**src/rtl/booth_mul_pkg.sv**
```systemverilog
// Shared types and defaults for the Booth multiplier arbiter slice.
// Latency: none (declarations only).
// Backpressure: not applicable.
package booth_mul_pkg;

    localparam int DEFAULT_OP_W    = 64;
    localparam int DEFAULT_TIMEOUT = 100;

    // Arbiter sequencing states; encoding is visible on debug taps, keep it fixed.
    typedef enum logic [2:0] {
        ST_IDLE  = 3'd0,
        ST_CLR   = 3'd1,
        ST_START = 3'd2,
        ST_BUSY  = 3'd3,
        ST_RESP  = 3'd4
    } arb_state_t;

    // States of the shared multiplier core, for reference by models and monitors.
    typedef enum logic [1:0] {
        CORE_INIT = 2'd0,
        CORE_EXEC = 2'd1,
        CORE_DONE = 2'd2
    } core_state_t;

    // Requester index to one-hot grant vector.
    function automatic logic [1:0] onehot2(input logic id);
        return id ? 2'b10 : 2'b01;
    endfunction

endpackage

```
**src/rtl/booth_mul_arbiter_rr.sv**
```systemverilog
// Two-way round-robin grant: the requester not granted last time wins a tie.
// Latency: purely combinational.
// Backpressure: none; the parent decides when a grant is consumed.
module rr_arbiter2
    import booth_mul_pkg::*;
(
    input  logic [1:0] req,
    input  logic       last,
    output logic [1:0] gnt,
    output logic       gnt_id
);

    logic pri;

    assign pri = ~last;

    // Favour the other requester; fall back to the last one if it is alone.
    always_comb begin
        gnt    = 2'b00;
        gnt_id = 1'b0;
        if (req[pri]) begin
            gnt    = onehot2(pri);
            gnt_id = pri;
        end else if (req[last]) begin
            gnt    = onehot2(last);
            gnt_id = last;
        end
    end

endmodule

```
**src/rtl/booth_mul_arbiter.sv**
```systemverilog
// Shares one Booth multiplier core between two requesters with a tagged response.
// Latency: grant in IDLE is combinational; response ~68 cycles after accept (core bound).
// Backpressure: one op in flight; req_ready low until the response is taken.
module booth_mul_arbiter
    import booth_mul_pkg::*;
#(
    parameter int OP_W    = DEFAULT_OP_W,
    parameter int TIMEOUT = DEFAULT_TIMEOUT
) (
    input  logic                clk,
    input  logic                reset_n,
    input  logic [1:0]          req_valid,
    output logic [1:0]          req_ready,
    input  logic [2*OP_W-1:0]   req_multiplier,
    input  logic [2*OP_W-1:0]   req_multiplicand,
    output logic                resp_valid,
    input  logic                resp_ready,
    output logic                resp_id,
    output logic [2*OP_W-1:0]   resp_result,
    output logic                resp_error,
    output logic                mul_op_clear,
    output logic                mul_op_start,
    output logic [OP_W-1:0]     mul_multiplier,
    output logic [OP_W-1:0]     mul_multiplicand,
    input  logic                mul_op_done,
    input  logic [2*OP_W-1:0]   mul_result,
    output logic                busy
);

    localparam int CNT_W = $clog2(TIMEOUT + 1);

    arb_state_t       state;
    arb_state_t       state_nxt;
    logic             rr_ptr;      // requester that currently holds priority
    logic [CNT_W-1:0] wd_cnt;
    logic [1:0]       gnt;
    logic             gnt_id;
    logic             req_fire;
    logic             wd_expired;

    rr_arbiter2 u_rr (
        .req    (req_valid),
        .last   (~rr_ptr),
        .gnt    (gnt),
        .gnt_id (gnt_id)
    );

    // Grants are only offered in IDLE and never while reset is held.
    assign req_ready  = (state == ST_IDLE && reset_n) ? gnt : 2'b00;
    assign req_fire   = |req_ready;
    assign wd_expired = (wd_cnt == CNT_W'(TIMEOUT - 1));
    assign resp_valid = (state == ST_RESP);
    assign busy       = (state != ST_IDLE);

    // Next-state and core control pulses.
    always_comb begin
        state_nxt    = state;
        mul_op_clear = 1'b0;
        mul_op_start = 1'b0;
        case (state)
            ST_IDLE: begin
                if (req_fire) state_nxt = ST_CLR;
            end
            ST_CLR: begin
                mul_op_clear = 1'b1;
                state_nxt    = ST_START;
            end
            ST_START: begin
                mul_op_start = 1'b1;
                state_nxt    = ST_BUSY;
            end
            ST_BUSY: begin
                if (mul_op_done || wd_expired) state_nxt = ST_RESP;
            end
            ST_RESP: begin
                // Clearing on the handshake leaves the core in INIT for the next op.
                if (resp_ready) begin
                    mul_op_clear = 1'b1;
                    state_nxt    = ST_IDLE;
                end
            end
            default: state_nxt = ST_IDLE;
        endcase
    end

    // State register.
    always_ff @(posedge clk or negedge reset_n) begin
        if (!reset_n) state <= ST_IDLE;
        else          state <= state_nxt;
    end

    // Accept: capture operands, owner tag and advance the round-robin pointer.
    always_ff @(posedge clk or negedge reset_n) begin
        if (!reset_n) begin
            rr_ptr           <= 1'b0;
            resp_id          <= 1'b0;
            mul_multiplier   <= '0;
            mul_multiplicand <= '0;
        end else if (state == ST_IDLE && req_fire) begin
            rr_ptr           <= ~gnt_id;
            resp_id          <= gnt_id;
            mul_multiplier   <= gnt_id ? req_multiplier[2*OP_W-1:OP_W]
                                       : req_multiplier[OP_W-1:0];
            mul_multiplicand <= gnt_id ? req_multiplicand[2*OP_W-1:OP_W]
                                       : req_multiplicand[OP_W-1:0];
        end
    end

    // Watchdog: zeroed as the core starts, counts each cycle spent waiting.
    always_ff @(posedge clk or negedge reset_n) begin
        if (!reset_n)                wd_cnt <= '0;
        else if (state == ST_START)  wd_cnt <= '0;
        else if (state == ST_BUSY)   wd_cnt <= wd_cnt + CNT_W'(1);
    end

    // Response capture; a completing core beats a simultaneous timeout.
    always_ff @(posedge clk or negedge reset_n) begin
        if (!reset_n) begin
            resp_result <= '0;
            resp_error  <= 1'b0;
        end else if (state == ST_BUSY) begin
            if (mul_op_done) begin
                resp_result <= mul_result;
                resp_error  <= 1'b0;
            end else if (wd_expired) begin
                resp_result <= '0;
                resp_error  <= 1'b1;
            end
        end
    end

endmodule
```
**config.mk**
```make
export PLATFORM = sky130hd
export DESIGN_NAME = booth_mul_arbiter
export DESIGN_NICKNAME = d
export VERILOG_FILES = /design/src/rtl/booth_mul_pkg.sv /design/src/rtl/booth_mul_arbiter_rr.sv /design/src/rtl/booth_mul_arbiter.sv
export SDC_FILE = /design/constraint.sdc
export NUM_CORES = 1
export LEC_CHECK = 0
export CORE_AREA = 3 3 256 258
export DETAILED_ROUTE_END_ITERATION = 16
export DIE_AREA = 0 0 259 261
export GPL_ROUTABILITY_DRIVEN = 0
export MAX_ROUTING_LAYER = met4
export PLACE_DENSITY_LB_ADDON = 0.25
export SLEW_MARGIN = 0
export SYNTH_ARGS = -nofsm -noshare
export SYNTH_HDL_FRONTEND = slang
export SYNTH_HIERARCHICAL = 1
export SYNTH_SLANG_ARGS = --single-unit
```
**constraint.sdc**
```tcl
create_clock -name clk -period 1.6 [get_ports clk]
set_clock_uncertainty 0.05 [all_clocks]
set_input_delay 0.32 -clock clk [delete_from_list [all_inputs] [get_ports clk]]
set_output_delay 0.32 -clock clk [all_outputs]
set_load 0.005 [all_outputs]
```
# == After elaboration in Yosys (flattened, before gate mapping) ==
# Cells that the tools add are included.
# word_totals
word_cells,57
out_inout_bits,264
reg_bits,269
# classes
n_eq_ne,8
magnitude_cmp,2
n_bitwise,2
n_reduce_logical,10
n_mux,26
addsub,1
# op_table
cell,count
128-bit two-way mux,2
64-bit two-way mux,2
3-bit one-hot mux with 5 select lines,1
7-bit two-way mux,2
1-bit two-way mux,10
2-bit two-way mux,5
3-bit two-way mux,3
7-bit by 1-bit adder with 7-bit output (second input constant),1
7-bit == test (second input constant),1
3-bit by 2-bit == test with 1-bit output (second input constant),2
1-bit by 2-bit less-than comparator with 1-bit output (second input constant),2
2-bit != test (second input constant),2
2-bit nonzero test,2
3-bit by 1-bit == test with 1-bit output (second input constant),1
3-bit == test (second input constant),1
3-bit logical NOT,1
3-bit AND reduction,1
3-bit nonzero test,1
1-bit logical AND,2
2-bit by 1-bit != test with 1-bit output (second input constant),1
1-bit inverter,2
1-bit one-hot mux with 2 select lines,1
2-bit AND reduction,1
2-bit OR reduction,1
1-bit logical OR,1

# == Depth between registers and ports, before layout ==
# depth
word_depth,9
ltp_mapped,9
mapped_depth_nobuf,6

# == Hierarchy ==
# The synthesis kept the hierarchy.
# by_module_without_submodules
mod,instances,area_per_inst_um2,cells_per_inst
booth_mul_arbiter,1,12553.3,1207
rr_arbiter2,1,26.3,4

# == Worst setup path before layout ==
# OpenSTA, ideal clock, no wires.
# synth_timing
kind,register -> register
start,register rr_ptr
end,register mul_multiplier[21]
setup_time_ns,0.077
path_stages_with_launch,9
synth_period_minus_slack_ns,1.630
setup_slack_ns,-0.030
t_arrival_ns,1.503
path_buffers,3
cell_sequence,dfrtp_1 inv_1 a21boi_1 buf_4 o21a_1 clkbuf_1 clkbuf_1 a21oi_1 a21oi_1
# synth_between
elab_cells_between_ends,15
cone_classes,mux: 12; bitwise: 1; reduce/logical: 2
# synth_rtl
item,line_no,rtl
"start, declared",booth_mul_arbiter.sv:34,logic rr_ptr;
"start signal, assigned",booth_mul_arbiter.sv:100,rr_ptr <= ~gnt_id;
1-bit two-way mux (not written as such) (2 in a row),booth_mul_arbiter_rr.sv:24,end else if (req[last]) begin
1-bit two-way mux,booth_mul_arbiter_rr.sv:24,
1-bit two-way mux (*),booth_mul_arbiter_rr.sv:21,if (req[pri]) begin
net gnt_id,booth_mul_arbiter.sv:37,logic gnt_id;
64-bit two-way mux (*),booth_mul_arbiter.sv:102,mul_multiplier <= gnt_id ? req_multiplier[2*OP_W-1:OP_W]
"end signal, assigned",booth_mul_arbiter.sv:102,
"end, declared",booth_mul_arbiter.sv:23,"output logic [OP_W-1:0] mul_multiplier,"
# The timed path passes the listed nets; every way through them passes the cells marked *. The select of a mux whose other input is x is not followed.
# A chain may end at the register's enable or synchronous reset.

# == Final worst setup path ==
# layout_timing
start,register state[0]
end,output port resp_valid
# layout_between
elab_chain_cells,1
# layout_rtl
item,line_no,rtl
"start, declared",booth_mul_arbiter.sv:32,arb_state_t state;
"start signal, assigned",booth_mul_arbiter.sv:89,else state <= state_nxt;
3-bit == test,booth_mul_arbiter.sv:52,assign resp_valid = (state == ST_RESP);
"end, declared",booth_mul_arbiter.sv:16,"output logic resp_valid,"
# No other way between the ends.

==> impl_metrics.prom <==
# TYPE chip_impl_metric gauge
chip_impl_info{name="status",value="finished with violations"} 1
chip_impl_info{name="failed_checks",value="setup timing"} 1
chip_impl_metric{name="area_of_the_core_region",unit="µm²"} 63200
chip_impl_metric{name="post_synth_inst_count",unit=""} 1211
chip_impl_metric{name="synth_cell_types",unit=""} 37
chip_impl_metric{name="grt_start_max_net_pins",unit=""} 116
chip_impl_metric{name="fp.dieArea",unit="µm²"} 67600
chip_impl_info{name="critical_path.slowest_cell",value="dfrtp_1"} 1
chip_impl_metric{name="synth_sequential_area_ratio",unit="%"} 53.5
chip_impl_info{name="synth_top_cells_by_area",value="dfrtp_1 (54%), mux2i_1 (10%), a21oi_1 (10%)"} 1
chip_impl_info{name="tritoncts",value="yes"} 1
chip_impl_metric{name="finalWorstSetupSlack",unit="ps"} -406
chip_impl_metric{name="timing.hold.ws",unit="ps"} 363
chip_impl_metric{name="clock_latency",unit="ps"} 530
chip_impl_metric{name="worst-slew-pin-transition",unit="ps"} 652
chip_impl_metric{name="placementRows",unit=""} 92
chip_impl_metric{name="ioPinCount",unit=""} 654
chip_impl_info{name="cts.root.buffer_cell",value="clkbuf_16"} 1
chip_impl_metric{name="hold_viol_final",unit=""} 0
chip_impl_metric{name="drc",unit=""} 0
chip_impl_metric{name="cts.clk_slew.worst_paths",unit="ps"} 60
chip_impl_metric{name="gr_util_all_layers",unit="%"} 19.6
chip_impl_metric{name="mappedNetlistNets",unit=""} 1602
chip_impl_metric{name="floorplan.die.width",unit="µm"} 259
chip_impl_info{name="rr_endpoint",value="mul_multiplier[3]"} 1
chip_impl_metric{name="routed_wl_met3",unit="µm"} 5150
chip_impl_metric{name="static-leakage-power",unit="nW"} 11.3
chip_impl_metric{name="first_global_vias",unit=""} 14400
chip_impl_metric{name="clockBufferDepth",unit=""} 3
chip_impl_info{name="holdCritStartpoint",value="mul_result[64]"} 1
chip_impl_metric{name="initial_core_util",unit="%"} 19.9
chip_impl_metric{name="wl_met1",unit="µm"} 25800
chip_impl_metric{name="maxSlewHeadroom",unit="%"} 56.5
chip_impl_info{name="timing.critical_path.cells",value="buf_6, buf_4, nor2_4, and2_4, clkbuf_2"} 1
chip_impl_metric{name="cts_htree_levels",unit=""} 2
chip_impl_metric{name="timing.critical_path.fanout_max",unit=""} 3
chip_impl_metric{name="seq_cells_post_synth",unit=""} 269
chip_impl_metric{name="wire_per_inst",unit="µm"} 22.4
chip_impl_info{name="crit_path_start_kind",value="register"} 1
chip_impl_metric{name="initial_antenna_violation_count",unit=""} 13
chip_impl_metric{name="net_count_reported_at_finish",unit=""} 2516
chip_impl_info{name="cp_top_family",value="flip-flops"} 1
chip_impl_metric{name="min_period",unit="ps"} 2010
chip_impl_metric{name="yosysTopAreaCellShare",unit="%"} 53.5
chip_impl_info{name="whs_endpoint",value="resp_result[64]"} 1
chip_impl_metric{name="first_pass_grt_wire_length",unit="µm"} 96400
chip_impl_metric{name="remaining_antenna_violation_count",unit=""} 0
chip_impl_metric{name="drt-pass1-iter-count",unit=""} 6
chip_impl_metric{name="data_required_time_of_the_critical_path",unit="ps"} 1230
chip_impl_metric{name="route.detailed.vias_per_inst",unit=""} 4.47
chip_impl_info{name="dr.max_layer_used",value="met4"} 1
chip_impl_metric{name="port-buffer-count",unit=""} 653
chip_impl_info{name="min-delay-path-class",value="in -> reg"} 1
chip_impl_info{name="synth_area_leader_cell",value="dfrtp_1"} 1
chip_impl_metric{name="r2r_slack",unit="ps"} -360
chip_impl_metric{name="postRouteWirelength",unit="µm"} 67500
chip_impl_metric{name="place.detailed.hpwl",unit="µm"} 42600
chip_impl_metric{name="setup_viol",unit=""} 269
chip_impl_metric{name="critical_path.n_buffers_inverters",unit=""} 3
chip_impl_metric{name="cts_buffers",unit=""} 35
chip_impl_metric{name="final-max-slew-violation-count",unit=""} 0
chip_impl_metric{name="cts.sink_count",unit=""} 269
chip_impl_metric{name="met2_wirelength",unit="µm"} 34600
chip_impl_metric{name="cp_slowest_stage_delay",unit="ps"} 430
chip_impl_metric{name="chipHeight",unit="µm"} 261
chip_impl_info{name="critical_path_class",value="reg -> out"} 1
chip_impl_metric{name="power_density",unit="nW/µm²"} 1770
chip_impl_metric{name="max_freq",unit="MHz"} 499
chip_impl_metric{name="syn-cell-area",unit="µm²"} 12600
chip_impl_metric{name="layout_cells_sized_above_1",unit="%"} 37.2
chip_impl_info{name="endpoint_kind",value="primary output"} 1
chip_impl_metric{name="worstPathArrival",unit="ps"} 1640
chip_impl_metric{name="routed-via-count",unit=""} 13400
chip_impl_metric{name="syn-mean-instance-area",unit="µm²"} 10.4
chip_impl_metric{name="worstRegToRegCells",unit=""} 10
chip_impl_metric{name="synthesis.yosys.warnings",unit=""} 6
chip_impl_metric{name="min_period_over_period",unit="%"} 125
chip_impl_info{name="r2r_start",value="rr_ptr"} 1
chip_impl_metric{name="grt_remaining_overflow",unit=""} 0
chip_impl_metric{name="flow.area_growth_from_synthesis",unit="%"} 114
chip_impl_metric{name="number_of_cells_on_the_worst_hold_path",unit=""} 3
chip_impl_metric{name="vdd_ir_drop_max",unit="V"} 0.000883
chip_impl_metric{name="maxCapViolations",unit=""} 0
chip_impl_info{name="unrepaired_setup_endpoints_after_global_routing",value="yes"} 1
chip_impl_metric{name="initialDrtViolationCount",unit=""} 497
chip_impl_metric{name="total_power",unit="W"} 0.0476
-- cell usage in the layout (no fill, tap or decap), types with 3 or more instances in the layout --
cell             instances
nor2_1                   3
clkbuf_2                17
clkbuf_1                 6
nand3b_1                 3
buf_6                   39
buf_8                   33
a22oi_2                128
diode_2                 11
mux2i_1                 92
o21ai_2                  4
nand2b_1                 3
nand2_1                 10
clkbuf_16               41
clkdlybuf4s50_1        388
clkbuf_8                15
and2_4                   4
inv_1                  131
clkdlybuf4s15_2          7
mux2i_4                 24
buf_12                  63
buf_2                   13
a21oi_1                 79
dlygate4sd2_1           87
mux2i_2                 14
clkdlybuf4s15_1        136
a21oi_2                151
buf_4                  153
o21ai_1                126
a21oi_4                 28
nand3_1                  7
buf_16                  40
dfrtp_1                268
-- power by group --
part | total, W | switching, W | leakage [nW] | internal [W]
Clock | 0.00803 | 0.00312 | 0.587 | 0.00491
Combinational | 0.0274 | 0.0118 | 7.83 | 0.0156
Sequential | 0.0121 | 0.00220 | 2.93 | 0.00994
-- stage by stage --
step | worst slack [ps] | cell area, µm² | instances | TNS (ps) | util [%]
4_1_cts | -470 | 26300 | 2976 | -79570 | 41.6
5_1_grt | -508 | 26900 | 3006 | -83370 | 42.5
3_5_place_dp | -566 | 20600 | 2701 | -90350 | 32.5
3_3_place_gp | -569 | 20600 | 2701 | -86170 | 32.5
6_report | -406 | 26900 | 3007 | -61020 | 42.5
2_1_floorplan | -20.4 | 12600 | 1211 | -1710 | -
-- registers in the layout, indices dropped and copies added (netlist names) --
| signal | count |
|---|---|
| mul_multiplicand | 64 |
| mul_multiplier | 64 |
| resp_error | 1 |
| resp_id | 1 |
| resp_result | 128 |
| rr_ptr | 1 |
| state | 3 |
| wd_cnt | 7 |
-- worst register-to-register path, cell delays in order (launching register included) --
cell	delay, ps
dfrtp_1	330
inv_2	60
buf_6	110
a21boi_4	210
buf_6	140
buf_12	120
buf_12	150
buf_12	150
buf_12	150
mux2i_2	280
a21oi_2	80
-- Yosys cell counts --
cell type / n
o31ai_1: 1
buf_2: 46
buf_6: 21
nor2_1: 4
ha_1: 1
or3_1: 1
nand3_1: 8
or2_2: 1
a22o_1: 1
clkbuf_1: 35
nand4b_1: 1
or4_1: 2
and2_1: 2
o21a_1: 1
nor3_4: 1
inv_1: 133
o21ai_1: 10
buf_4: 5
a21boi_1: 2
and3_1: 2
dfrtp_1: 269
o21ai_0: 121
or2_1: 1
o211ai_1: 2
and4b_1: 1
a21oi_1: 258
nand3b_1: 3
a31oi_1: 2
a22oi_2: 29
mux2i_1: 130
o21bai_1: 1
nand2_1: 10
nand2b_1: 3
a22oi_1: 99
or4b_2: 2
mux2_2: 1
nand2b_4: 1
-- cells by family (layout without fill, tap and decap cells) --
kind of cell | Yosys count | in the layout | synth area share (%)
flip-flops | 269 | 269 | 53.5
other | 0 | 11 | 0
AND/OR/NAND/NOR | 43 | 46 | 2.08
buffers and inverters | 240 | 1176 | 9.02
AO/OA/AOI/OAI | 527 | 527 | 24.9
adder cells (fa/ha/maj) | 1 | 1 | 0.0994
multiplexers | 131 | 131 | 10.4
-- worst max-delay path by stage --
stage,to,cells past startpoint,from,slack [ps]
6_report,resp_valid,5,state[0],-410
5_1_grt,req_ready[1],4,state[0],-510
4_1_cts,mul_op_clear,5,state[0],-470
3_5_place_dp,mul_multiplier[14],6,req_valid[1],-570
3_3_place_gp,req_ready[0],4,req_valid[0],-570
2_1_floorplan,mul_multiplicand[0],8,rr_ptr,-20
-- layout make-up --
type | instances | area [µm²]
antenna | 11 | 27.5
tap | 846 | 1060
clock buffer | 58 | 1150
sequential | 269 | 6730
timing repair buffer | 981 | 10800
multi-input combinational | 705 | 6590
fill | 5869 | 36300
inverter | 133 | 502
clock inverter | 4 | 27.5
-- timing repair --
item / CTS / global route
endpoints found under the setup margin: 527 / 352
buffers inserted: 164 / 56
pin swaps: 148 / 86
hold buffers: 1 / 0
hold endpoints to repair: 49 / 0
gates cloned: 58 / 4
resized for setup: 1001 / 239
-- per-layer routing --
layer  vias up  global-route usage (%)
li1       6178                       -
met1      6648                    22.0
met2       500                    33.4
met3       102                    5.67
met4         0                    7.08
met5         -                       -
No activity file was read; power rests on OpenSTA's default activity.
